File: config.mk
export PLATFORM = sky130hd
export DESIGN_NAME = tile_scheduler
export DESIGN_NICKNAME = d
export VERILOG_FILES = /design/src/rtl/tile_scheduler_pkg.sv /design/src/rtl/tile_count_calc.sv /design/src/rtl/tile_scheduler.sv
export SDC_FILE = /design/constraint.sdc
export NUM_CORES = 1
export LEC_CHECK = 0
export ABC_AREA = 1
export BUFFER_PORTS_ARGS = -buffer_cell sky130_fd_sc_hd__buf_2
export CAP_MARGIN = 20
export CORE_MARGIN = 4
export CORE_UTILIZATION = 55
export CTS_CLUSTER_SIZE = 25
export DETAILED_ROUTE_END_ITERATION = 8
export GPL_ROUTABILITY_DRIVEN = 0
export HOLD_SLACK_MARGIN = 0.1
export PLACE_DENSITY_LB_ADDON = 0.25
export SLEW_MARGIN = 20
export SYNTH_ARGS = -nofsm -noshare
export SYNTH_HDL_FRONTEND = slang
export SYNTH_SLANG_ARGS = --single-unit
File: constraint.sdc
create_clock -name clk -period 19.2 [get_ports clk]
set_input_delay 4.8 -clock clk [delete_from_list [all_inputs] [get_ports clk]]
set_output_delay 4.8 -clock clk [all_outputs]
set_load 0.05 [all_outputs]
File: src/rtl/tile_scheduler_pkg.sv
// Shared types and widths for the tile scheduler.
//   state_t : scheduler FSM states
//   cfg_t   : layer configuration latched on start
//   *_W     : config field and counter widths
package tile_scheduler_pkg;

  localparam int IFM_W   = 9;
  localparam int CH_W    = 11;
  localparam int K_W     = 2;
  localparam int NF_W    = 11;
  localparam int CNT_F_W = 8;
  localparam int CNT_T_W = 16;
  localparam int PIX_W   = 18;
  localparam int FBASE_W = 11;

  typedef enum logic [2:0] {
    IDLE,
    CALC,
    LOAD_WGT,
    RUN_TILE,
    WAIT_TILE,
    NEXT,
    DONE
  } state_t;

  typedef struct packed {
    logic [IFM_W-1:0] ifm_size;
    logic [CH_W-1:0]  ifm_channel;
    logic [K_W-1:0]   kernel_size;
    logic [NF_W-1:0]  num_filter;
  } cfg_t;

endpackage

File: src/rtl/tile_count_calc.sv
// Combinational layer-geometry calculator.
//   cfg             : latched layer configuration
//   num_load_filter : filter groups of SYSTOLIC_SIZE filters (rounded up)
//   num_tiling      : ceil(ofm_conv^2 / SYSTOLIC_SIZE)
//   empty           : layer has no work (no filters or no output pixels)
module tile_count_calc
  import tile_scheduler_pkg::*;
#(
  parameter int SYSTOLIC_SIZE = 16
) (
  input  cfg_t               cfg,
  output logic [CNT_F_W-1:0] num_load_filter,
  output logic [CNT_T_W-1:0] num_tiling,
  output logic               empty
);

  localparam int LOG2 = $clog2(SYSTOLIC_SIZE);

  logic signed [9:0] ofm_conv;
  logic [9:0]        ofm_mag;
  logic [PIX_W-1:0]  ofm_sq;
  logic [PIX_W-1:0]  sq_round;
  logic [NF_W:0]     nf_round;
  logic              unused_ch;

  // Channel count does not affect the schedule; it is latched for the datapath only.
  assign unused_ch = ^cfg.ifm_channel;

  assign ofm_conv = $signed({1'b0, cfg.ifm_size}) - $signed({8'b0, cfg.kernel_size}) + 10'sd1;

  // Square the magnitude so a negative ofm still yields the mathematical square.
  assign ofm_mag  = ofm_conv[9] ? $unsigned(-ofm_conv) : $unsigned(ofm_conv);
  assign ofm_sq   = PIX_W'(ofm_mag * ofm_mag);
  assign sq_round = ofm_sq + PIX_W'(SYSTOLIC_SIZE - 1);
  assign num_tiling = CNT_T_W'(sq_round >> LOG2);

  assign nf_round = {1'b0, cfg.num_filter} + (NF_W + 1)'(SYSTOLIC_SIZE - 1);
  assign num_load_filter = CNT_F_W'(nf_round >> LOG2);

  assign empty = (cfg.num_filter == '0) || (ofm_conv <= 10'sd0);

endmodule

File: src/rtl/tile_scheduler.sv
// Layer scheduler for a systolic array: loads each filter group, then launches
// every output-pixel tile for that group, walking filters in the outer loop.
//   clk, rst                    : clock, synchronous active-high reset
//   start                       : layer start (honoured in IDLE/DONE only)
//   ifm_size..num_filter        : layer config, latched on start
//   wgt_load_req/wgt_load_done  : filter-group load handshake
//   tile_start/tile_done        : tile launch pulse and completion
//   count_*/num_*               : loop counters and their limits
//   filter_base, pixel_base     : counters scaled by SYSTOLIC_SIZE
//   busy, done                  : layer in progress / layer complete
module tile_scheduler
  import tile_scheduler_pkg::*;
#(
  parameter int SYSTOLIC_SIZE = 16
) (
  input  logic               clk,
  input  logic               rst,
  input  logic               start,
  input  logic [IFM_W-1:0]   ifm_size,
  input  logic [CH_W-1:0]    ifm_channel,
  input  logic [K_W-1:0]     kernel_size,
  input  logic [NF_W-1:0]    num_filter,
  output logic               wgt_load_req,
  input  logic               wgt_load_done,
  output logic               tile_start,
  input  logic               tile_done,
  output logic [CNT_F_W-1:0] count_filter,
  output logic [CNT_F_W-1:0] num_load_filter,
  output logic [CNT_T_W-1:0] count_tiling,
  output logic [CNT_T_W-1:0] num_tiling,
  output logic [FBASE_W-1:0] filter_base,
  output logic [PIX_W-1:0]   pixel_base,
  output logic               busy,
  output logic               done
);

  localparam int LOG2 = $clog2(SYSTOLIC_SIZE);

  state_t             state, state_n;
  cfg_t               cfg;
  logic [CNT_F_W-1:0] calc_nlf;
  logic [CNT_T_W-1:0] calc_nt;
  logic               calc_empty;
  logic               tile_more;
  logic               filter_more;

  tile_count_calc #(.SYSTOLIC_SIZE(SYSTOLIC_SIZE)) u_calc (
    .cfg             (cfg),
    .num_load_filter (calc_nlf),
    .num_tiling      (calc_nt),
    .empty           (calc_empty)
  );

  // Compare with +1 on the counter instead of -1 on the limit to avoid underflow.
  assign tile_more   = ({1'b0, count_tiling} + 17'd1) < {1'b0, num_tiling};
  assign filter_more = ({1'b0, count_filter} + 9'd1)  < {1'b0, num_load_filter};

  assign filter_base = FBASE_W'(count_filter) << LOG2;
  assign pixel_base  = PIX_W'(count_tiling) << LOG2;

  always_comb begin
    state_n      = state;
    wgt_load_req = 1'b0;
    tile_start   = 1'b0;
    busy         = 1'b1;
    done         = 1'b0;
    case (state)
      IDLE: begin
        busy = 1'b0;
        if (start) state_n = CALC;
      end
      DONE: begin
        busy = 1'b0;
        done = 1'b1;
        if (start) state_n = CALC;
      end
      CALC:      state_n = calc_empty ? DONE : LOAD_WGT;
      LOAD_WGT: begin
        wgt_load_req = 1'b1;
        if (wgt_load_done) state_n = RUN_TILE;
      end
      RUN_TILE: begin
        tile_start = 1'b1;
        state_n    = WAIT_TILE;
      end
      WAIT_TILE: if (tile_done) state_n = NEXT;
      NEXT: begin
        if (tile_more)        state_n = RUN_TILE;
        else if (filter_more) state_n = LOAD_WGT;
        else                  state_n = DONE;
      end
      default: state_n = IDLE;
    endcase
  end

  always_ff @(posedge clk) begin
    if (rst) begin
      state           <= IDLE;
      cfg             <= '0;
      count_filter    <= '0;
      count_tiling    <= '0;
      num_load_filter <= '0;
      num_tiling      <= '0;
    end else begin
      state <= state_n;
      case (state)
        IDLE, DONE: begin
          if (start) cfg <= '{ifm_size, ifm_channel, kernel_size, num_filter};
        end
        CALC: begin
          num_load_filter <= calc_nlf;
          num_tiling      <= calc_nt;
          count_filter    <= '0;
          count_tiling    <= '0;
        end
        NEXT: begin
          if (tile_more) begin
            count_tiling <= count_tiling + 1'b1;
          end else if (filter_more) begin
            count_tiling <= '0;
            count_filter <= count_filter + 1'b1;
          end
        end
        default: ;
      endcase
    end
  end

endmodule

==> run_results.csv, run 1 <==
group,metric,value,unit
clocking,clkLatencyLatePin,0.33,ns
global_route,grt_max_degree,44,
route,drt-vias-per-instance,4.99,
layout,mostFrequentLayoutCell,"inv_1",
logic_synthesis,synth.area.mux_share,0.135,%
critical_path,crit_start,"cfg[25]",
route,remaining_drc_errors,0,
sta,worst_pin_slew,1.02,ns
sta,min_period,7.37,ns
critical_path,worst_path_max_delay_cell,"fa_1",
route,drt-total-wl,15400,µm
layout,diodes,0,
logic_synthesis,synth_cell_type_count,48,
job,drv_cap,0,
clocking,cts_hold_buf,0,
logic_synthesis,yosysWarnings,0,
sta,maxSlewHeadroom,31.5,%
clocking,clk_path_buf_depth,2,
critical_path,crit_top_cell,"inv_1",
sta,worst_clock_skew,0.00907,ns
sta,fmax,136,MHz
sta,finalHoldViolCount,0,
critical_path,crit_fanout,8,
clocking,clock_sinks,71,
die,num_rows,42,
critical_path,rr_worst_depth,36,
route,drt_iter0_drc,295,
clocking,root_buffer,"clkbuf_16",
sta,setup_viol,0,
placed_design,dpl_worst_slack,11.84,ns
logic_synthesis,synthAdderAreaFrac,26.9,%
layout,drive_gt1_share,14.2,%
layout,final_cell_mix,"inv_1, nand2_1, buf_2, nor2_1",
critical_path,cp.depth,36,
global_route,overflow,0,
die,coreArea,13200,µm²
critical_path,reg2reg_from,"cfg[25]",
logic_synthesis,ys_seq_elements,71,
logic_synthesis,synth_edf_count,0,
route,dr.pass1.iters,5,
logic_synthesis,synth_compound_area_share,13.5,%
clocking,cts.repair.resized,0,
clocking,cts_tree,"yes",
logic_synthesis,yosys.area_share.simple,20.4,%
logic_synthesis,ys_seq_area_share,19.2,%
logic_synthesis,syn_area_per_cell,7.24,µm²
critical_path,critPathTopFamily,"adder cells",
sta,setup_ws,11.83,ns
sta,tns,0,ns
placed_design,port_buffers,97,
sta,fin_crit_sh,38.4,%
logic_synthesis,syn_inst,1024,
critical_path,endpoint,"num_tiling[11]",
layout,areaGrowthSynthToFinish,9.91,%
sta,rsz0062_at_grt,"false",
die,die_y,124,µm
global_route,grt_pass1_wl,26000,µm
critical_path,r2r_slack,11.83,ns
clocking,h-tree-depth,3,
die,die_w,124,µm
logic_synthesis,synth_top_family_by_area,"adder cells",
status,status,"complete, no violations",
logic_synthesis,synthArstFlopShare,0,%
route,wl_per_cell,12.0,µm
clocking,post_cts_buffers,0,
die,die_area,15400,µm²
critical_path,crit_arrival,7.59,ns
critical_path,path_buf_inv,10,
die,io_pins,119,
critical_path,worst-setup-path-type,"flip-flop to flip-flop",
critical_path,slowest_delay,0.55,ns
critical_path,r2r-end,"num_tiling[11]",
clocking,cts.reportedPaths.clkPinSlew,0.06,ns
die,floorplan.initialDensity,56.0,%
sta,whs,0.476,ns
critical_path,endpoint_kind,"flip-flop",
clocking,cts_buffers,9,
route,drtAntennaViolNets,0,
logic_synthesis,ys.flop_type,"dfxtp_1",
sta,drv_slew,0,
placed_design,dp_hpwl,12300,µm
global_route,grt_antenna_before_repair,0,
global_route,grtUsageTotal,20.7,%
logic_synthesis,synth_xor_area_share,4.51,%
route,vias,6364,
critical_path,start_kind,"flip-flop",
logic_synthesis,syn_area,7410,µm²
layout,layout.nets,1265,
critical_path,crit_required,19.42,ns
global_route,grt_pass1_vias,5744,
layout,utilization,61.5,%
worst_hold_path,min_path_type,"flip-flop to flip-flop",
## worst min path at each step
stage	start	to	slack (ns)	depth (start not counted)
after global placement	cfg[11]	cfg[11]	0.45	2
after CTS	cfg[25]	cfg[25]	0.48	2
after floorplan	cfg[25]	cfg[25]	0.43	2
final	cfg[25]	cfg[25]	0.48	2
after global routing	cfg[25]	cfg[25]	0.51	2
after detailed placement	cfg[11]	cfg[11]	0.46	2
## state kept, by name, indices dropped and copies added, names as in the netlist
signal           count
num_load_filter      8
count_filter         8
num_tiling          14
count_tiling        16
state                3
cfg                 22
## worst reg2reg max path, delay by kind of cell, from the launching register on
family                   cells  cell delay (ns)
AO/OA/AOI/OAI                6             0.83
adder cells (fa/ha/maj)      9             3.98
buffers and inverters       10             0.79
flip-flops                   1             0.30
AND/OR/NAND/NOR             11             1.34
## stage by stage
step	instances	area (µm²)
2_1_floorplan	1039	7470
3_3_place_gp	1262	7860
3_5_place_dp	1262	7860
4_1_cts	1276	8140
5_1_grt	1276	8150
6_report	1276	8150
## routing by layer
metal / global-route usage (%) / up-vias / wire (µm)
met5: 0 / - / 0
met2: 33.3 / 115 / 7120
met3: 3.22 / 15 / 618
met1: 29.7 / 2897 / 7450
met4: 4.04 / 0 / 177
li1: - / 3337 / -
## final cells by class
type	count	area, µm²
repair buffers	98	493
flip-flops and latches	71	1420
well taps	176	220
fillers	1247	5100
clock buffers	10	229
inverters	215	812
clock inverters	4	48.8
multi-input cells	702	4920
## cell usage after synthesis (all sizes together), types with 2 or more instances
library cell | count | area share [%]
buf | 35 | 3.5
fa | 49 | 13
a211oi | 3 | 0.30
nand4 | 14 | 1.2
xnor2 | 7 | 0.83
nor3 | 17 | 1.1
nand2 | 164 | 8.8
xor2 | 26 | 3.7
conb | 2 | 0.10
o211ai | 12 | 1.2
clkbuf | 16 | 0.81
inv | 215 | 11
nand3 | 34 | 2.4
a21o | 2 | 0.20
o21a | 7 | 0.71
a21oi | 82 | 5.6
nor2 | 102 | 5.7
dfxtp | 71 | 19
o21ai | 60 | 4.2
nor4 | 2 | 0.17
or2 | 7 | 0.59
nand3b | 2 | 0.20
ha | 81 | 14
a31oi | 5 | 0.62
## kinds of logic (layout without fill, tap and decap cells)
logic type,after synthesis,count (layout)
mux,1,1
flops,71,71
other cells,2,17
buf+inv,266,327
compound gates,177,177
xor+xnor,33,33
fa+ha+maj,130,130
simple gates,344,344
Power of run 1 is left out: the tool's default activity adds up to more than one toggle a clock period on the data nets, which glitch-free logic cannot reach.
==> run 2, diff against run 1 <==
--- a/config.mk
+++ b/config.mk
@@ -5,11 +5,11 @@
 export SDC_FILE = /design/constraint.sdc
 export NUM_CORES = 1
 export LEC_CHECK = 0
-export ABC_AREA = 1
+export ABC_AREA = 0
 export BUFFER_PORTS_ARGS = -buffer_cell sky130_fd_sc_hd__buf_2
 export CAP_MARGIN = 20
 export CORE_MARGIN = 4
-export CORE_UTILIZATION = 55
+export CORE_UTILIZATION = 53
 export CTS_CLUSTER_SIZE = 25
 export DETAILED_ROUTE_END_ITERATION = 8
 export GPL_ROUTABILITY_DRIVEN = 0
==> constraint.sdc (replaced) <==
create_clock -name clk -period 6.1 [get_ports clk]
set_input_delay 1.525 -clock clk [delete_from_list [all_inputs] [get_ports clk]]
set_output_delay 1.525 -clock clk [all_outputs]
set_load 0.05 [all_outputs]
==> run_results.csv, run 2 <==
group,metric,value,unit
clocking,root_buffer,"clkbuf_16",
logic_synthesis,synth_top_area_cell,"dfxtp_1",
clocking,clk_path_buf_depth,2,
sta,drv_slew,0,
logic_synthesis,synth_cell_type_count,72,
logic_synthesis,synth_edf_count,0,
global_route,grt_antenna_before_repair,0,
critical_path,slowest_delay,0.55,ns
global_route,grtUsageTotal,21.3,%
global_route,grt_use_met2,38.3,%
layout,diodes,0,
route,drtAntennaViolNets,0,
die,die_w,124,µm
clocking,cts_buffers,9,
logic_synthesis,synthArstFlopShare,0,%
clocking,cts_hold_buf,0,
clocking,cts.reportedPaths.clkPinSlew,0.05,ns
global_route,grt_pass1_vias,6374,
route,drt-vias-per-instance,5.08,
die,num_rows,42,
logic_synthesis,yosysWarnings,0,
layout,utilization,71.7,%
logic_synthesis,yosysMostFrequentCell,"inv_1",
die,die_area,15400,µm²
global_route,grt.busiest_layer,"met2",
route,wl_per_cell,13.3,µm
layout,largest_register_ff_count,22,
job,drv_cap,0,
critical_path,endpoint_kind,"flip-flop",
sta,min_period,7.41,ns
logic_synthesis,synth_commonest_cells,"inv_1, nand2_1, ha_1",
logic_synthesis,ys.flop_type,"dfxtp_1",
logic_synthesis,syn_inst,884,
layout,final_cell_mix,"inv_1, buf_4, nand2_1, buf_2, dfxtp_1",
die,die_y,124,µm
logic_synthesis,syn_area,7160,µm²
global_route,grt_use_met3,4.08,%
placed_design,port_buffers,97,
logic_synthesis,ys_seq_elements,71,
placed_design,dp_hpwl,13000,µm
logic_synthesis,ys_seq_area_share,19.9,%
global_route,grt_use_met1,26.0,%
critical_path,crit_required,6.32,ns
critical_path,worst-setup-path-type,"flip-flop to flip-flop",
sta,fin_crit_sh,122,%
global_route,grt_pass1_wl,28100,µm
sta,rsz0062_at_grt,"true",
global_route,overflow,0,
route,vias,6376,
die,floorplan.initialDensity,54.1,%
route,dr.pass1.iters,4,
critical_path,start_kind,"flip-flop",
clocking,clkLatencyLatePin,0.34,ns
route,drt_iter0_drc,268,
layout,areaGrowthSynthToFinish,32.7,%
die,coreArea,13200,µm²
layout,reg.largest.list,"cfg: 22 flops, count_tiling: 16 flops, num_tiling: 14 flops",
sta,whs,0.452,ns
global_route,grt_max_degree,36,
logic_synthesis,yosys.area.top_type_share,19.9,%
sta,worst_clock_skew,0.00906,ns
clocking,cts_tree,"yes",
sta,worst_pin_slew,0.919,ns
critical_path,crit_arrival,7.64,ns
layout,drive_gt1_share,32.8,%
sta,fmax,135,MHz
critical_path,critPathTopFamily,"adder cells",
sta,setup_ws,-1.31,ns
route,remaining_drc_errors,0,
sta,setup_viol,11,
layout,mostFrequentLayoutCell,"inv_1",
route,drt-total-wl,16700,µm
critical_path,worst_path_max_delay_cell,"fa_1",
sta,maxSlewHeadroom,38.7,%
status,violations,"negative setup slack",
sta,finalHoldViolCount,0,
clocking,h-tree-depth,3,
clocking,clock_sinks,71,
critical_path,crit_fanout,6,
worst_hold_path,min_path_type,"flip-flop to flip-flop",
critical_path,path_buf_inv,7,
layout,largest-register,"cfg",
status,status,"complete, but fails checks",
logic_synthesis,synthTopCellsByArea,"dfxtp_1, ha_1, fa_1",
die,io_pins,119,
logic_synthesis,syn_area_per_cell,8.10,µm²
layout,layout.nets,1245,
==> run 2: cell count changes in the layout (fill, tap and decap cells not counted), sizes merged, moves of 10 or more <==
cell | previous run | this run
a211oi | 3 | 13
nand2 | 164 | 117
nor2 | 102 | 57
nand3 | 34 | 18
a21oi | 82 | 67
a21o | 2 | 14
o211ai | 12 | 1
o21ai | 60 | 22
nor2b | 0 | 11
inv | 214 | 138
buf | 98 | 220
xnor2 | 7 | 28
==> run 2: metrics by stage <==
stage / instance area, µm² / std cells / worst slack [ns] / TNS, ns
2_1_floorplan: 7560 / 899 / -0.943 / -3.68
3_3_place_gp: 8730 / 1225 / -1.21 / -7.49
3_5_place_dp: 8730 / 1225 / -1.30 / -8.41
4_1_cts: 9190 / 1250 / -1.20 / -8.65
5_1_grt: 9500 / 1256 / -1.65 / -13.47
6_report: 9500 / 1256 / -1.31 / -9.83
==> run 2: layout make-up <==
class / instances / area (µm²)
clock buffer: 11 / 253
clock inverter: 3 / 20.0
multi-input combinational: 636 / 5600
sequential: 71 / 1420
inverter: 139 / 528
tap: 176 / 220
fill: 1039 / 3740
timing repair buffer: 220 / 1460
==> run 2: worst reg2reg max path: cells and delay by family (launching register included) <==
kind	cells	cell delay [ns]
compound gates	7	1.25
flops	1	0.33
fa+ha+maj	9	3.70
xor+xnor	2	0.43
simple gates	7	1.05
buf+inv	7	0.53
==> run 2: layer usage <==
| metal | share of wire (%) | vias up |
|---|---|---|
| met5 | 0 | - |
| met3 | 4.7 | 20 |
| met4 | 1.3 | 0 |
| met1 | 42 | 3013 |
| li1 | - | 3221 |
| met2 | 52 | 122 |
==> run 2: cells by family after synthesis <==
logic type	count (synthesis)	synth area share, %
flops	71	19.9
fa+ha+maj	130	27.9
mux	6	0.874
compound gates	157	14.2
xor+xnor	50	6.54
buf+inv	192	12.0
simple gates	276	18.6
other cells	2	0.105
==> run 2: timing repair <==
action                                  in CTS  in global routing
setup buffers                               12                 11
resized for setup                           26                 52
pin swaps                                   25                 50
endpoints found under the setup margin      11                 13
==> run 2: path summary, 6_finish.rpt <==
kind                              start        endpoint  slack (ns)  cells after the start
worst max-delay path            cfg[25]  num_tiling[13]       -1.31                     32
worst min-delay path             cfg[0]          cfg[0]        0.45                      2
worst max register to register  cfg[25]  num_tiling[13]       -1.31                     32
worst min register to register   cfg[0]          cfg[0]        0.45                      2
Power of run 2 is left out for the same reason.
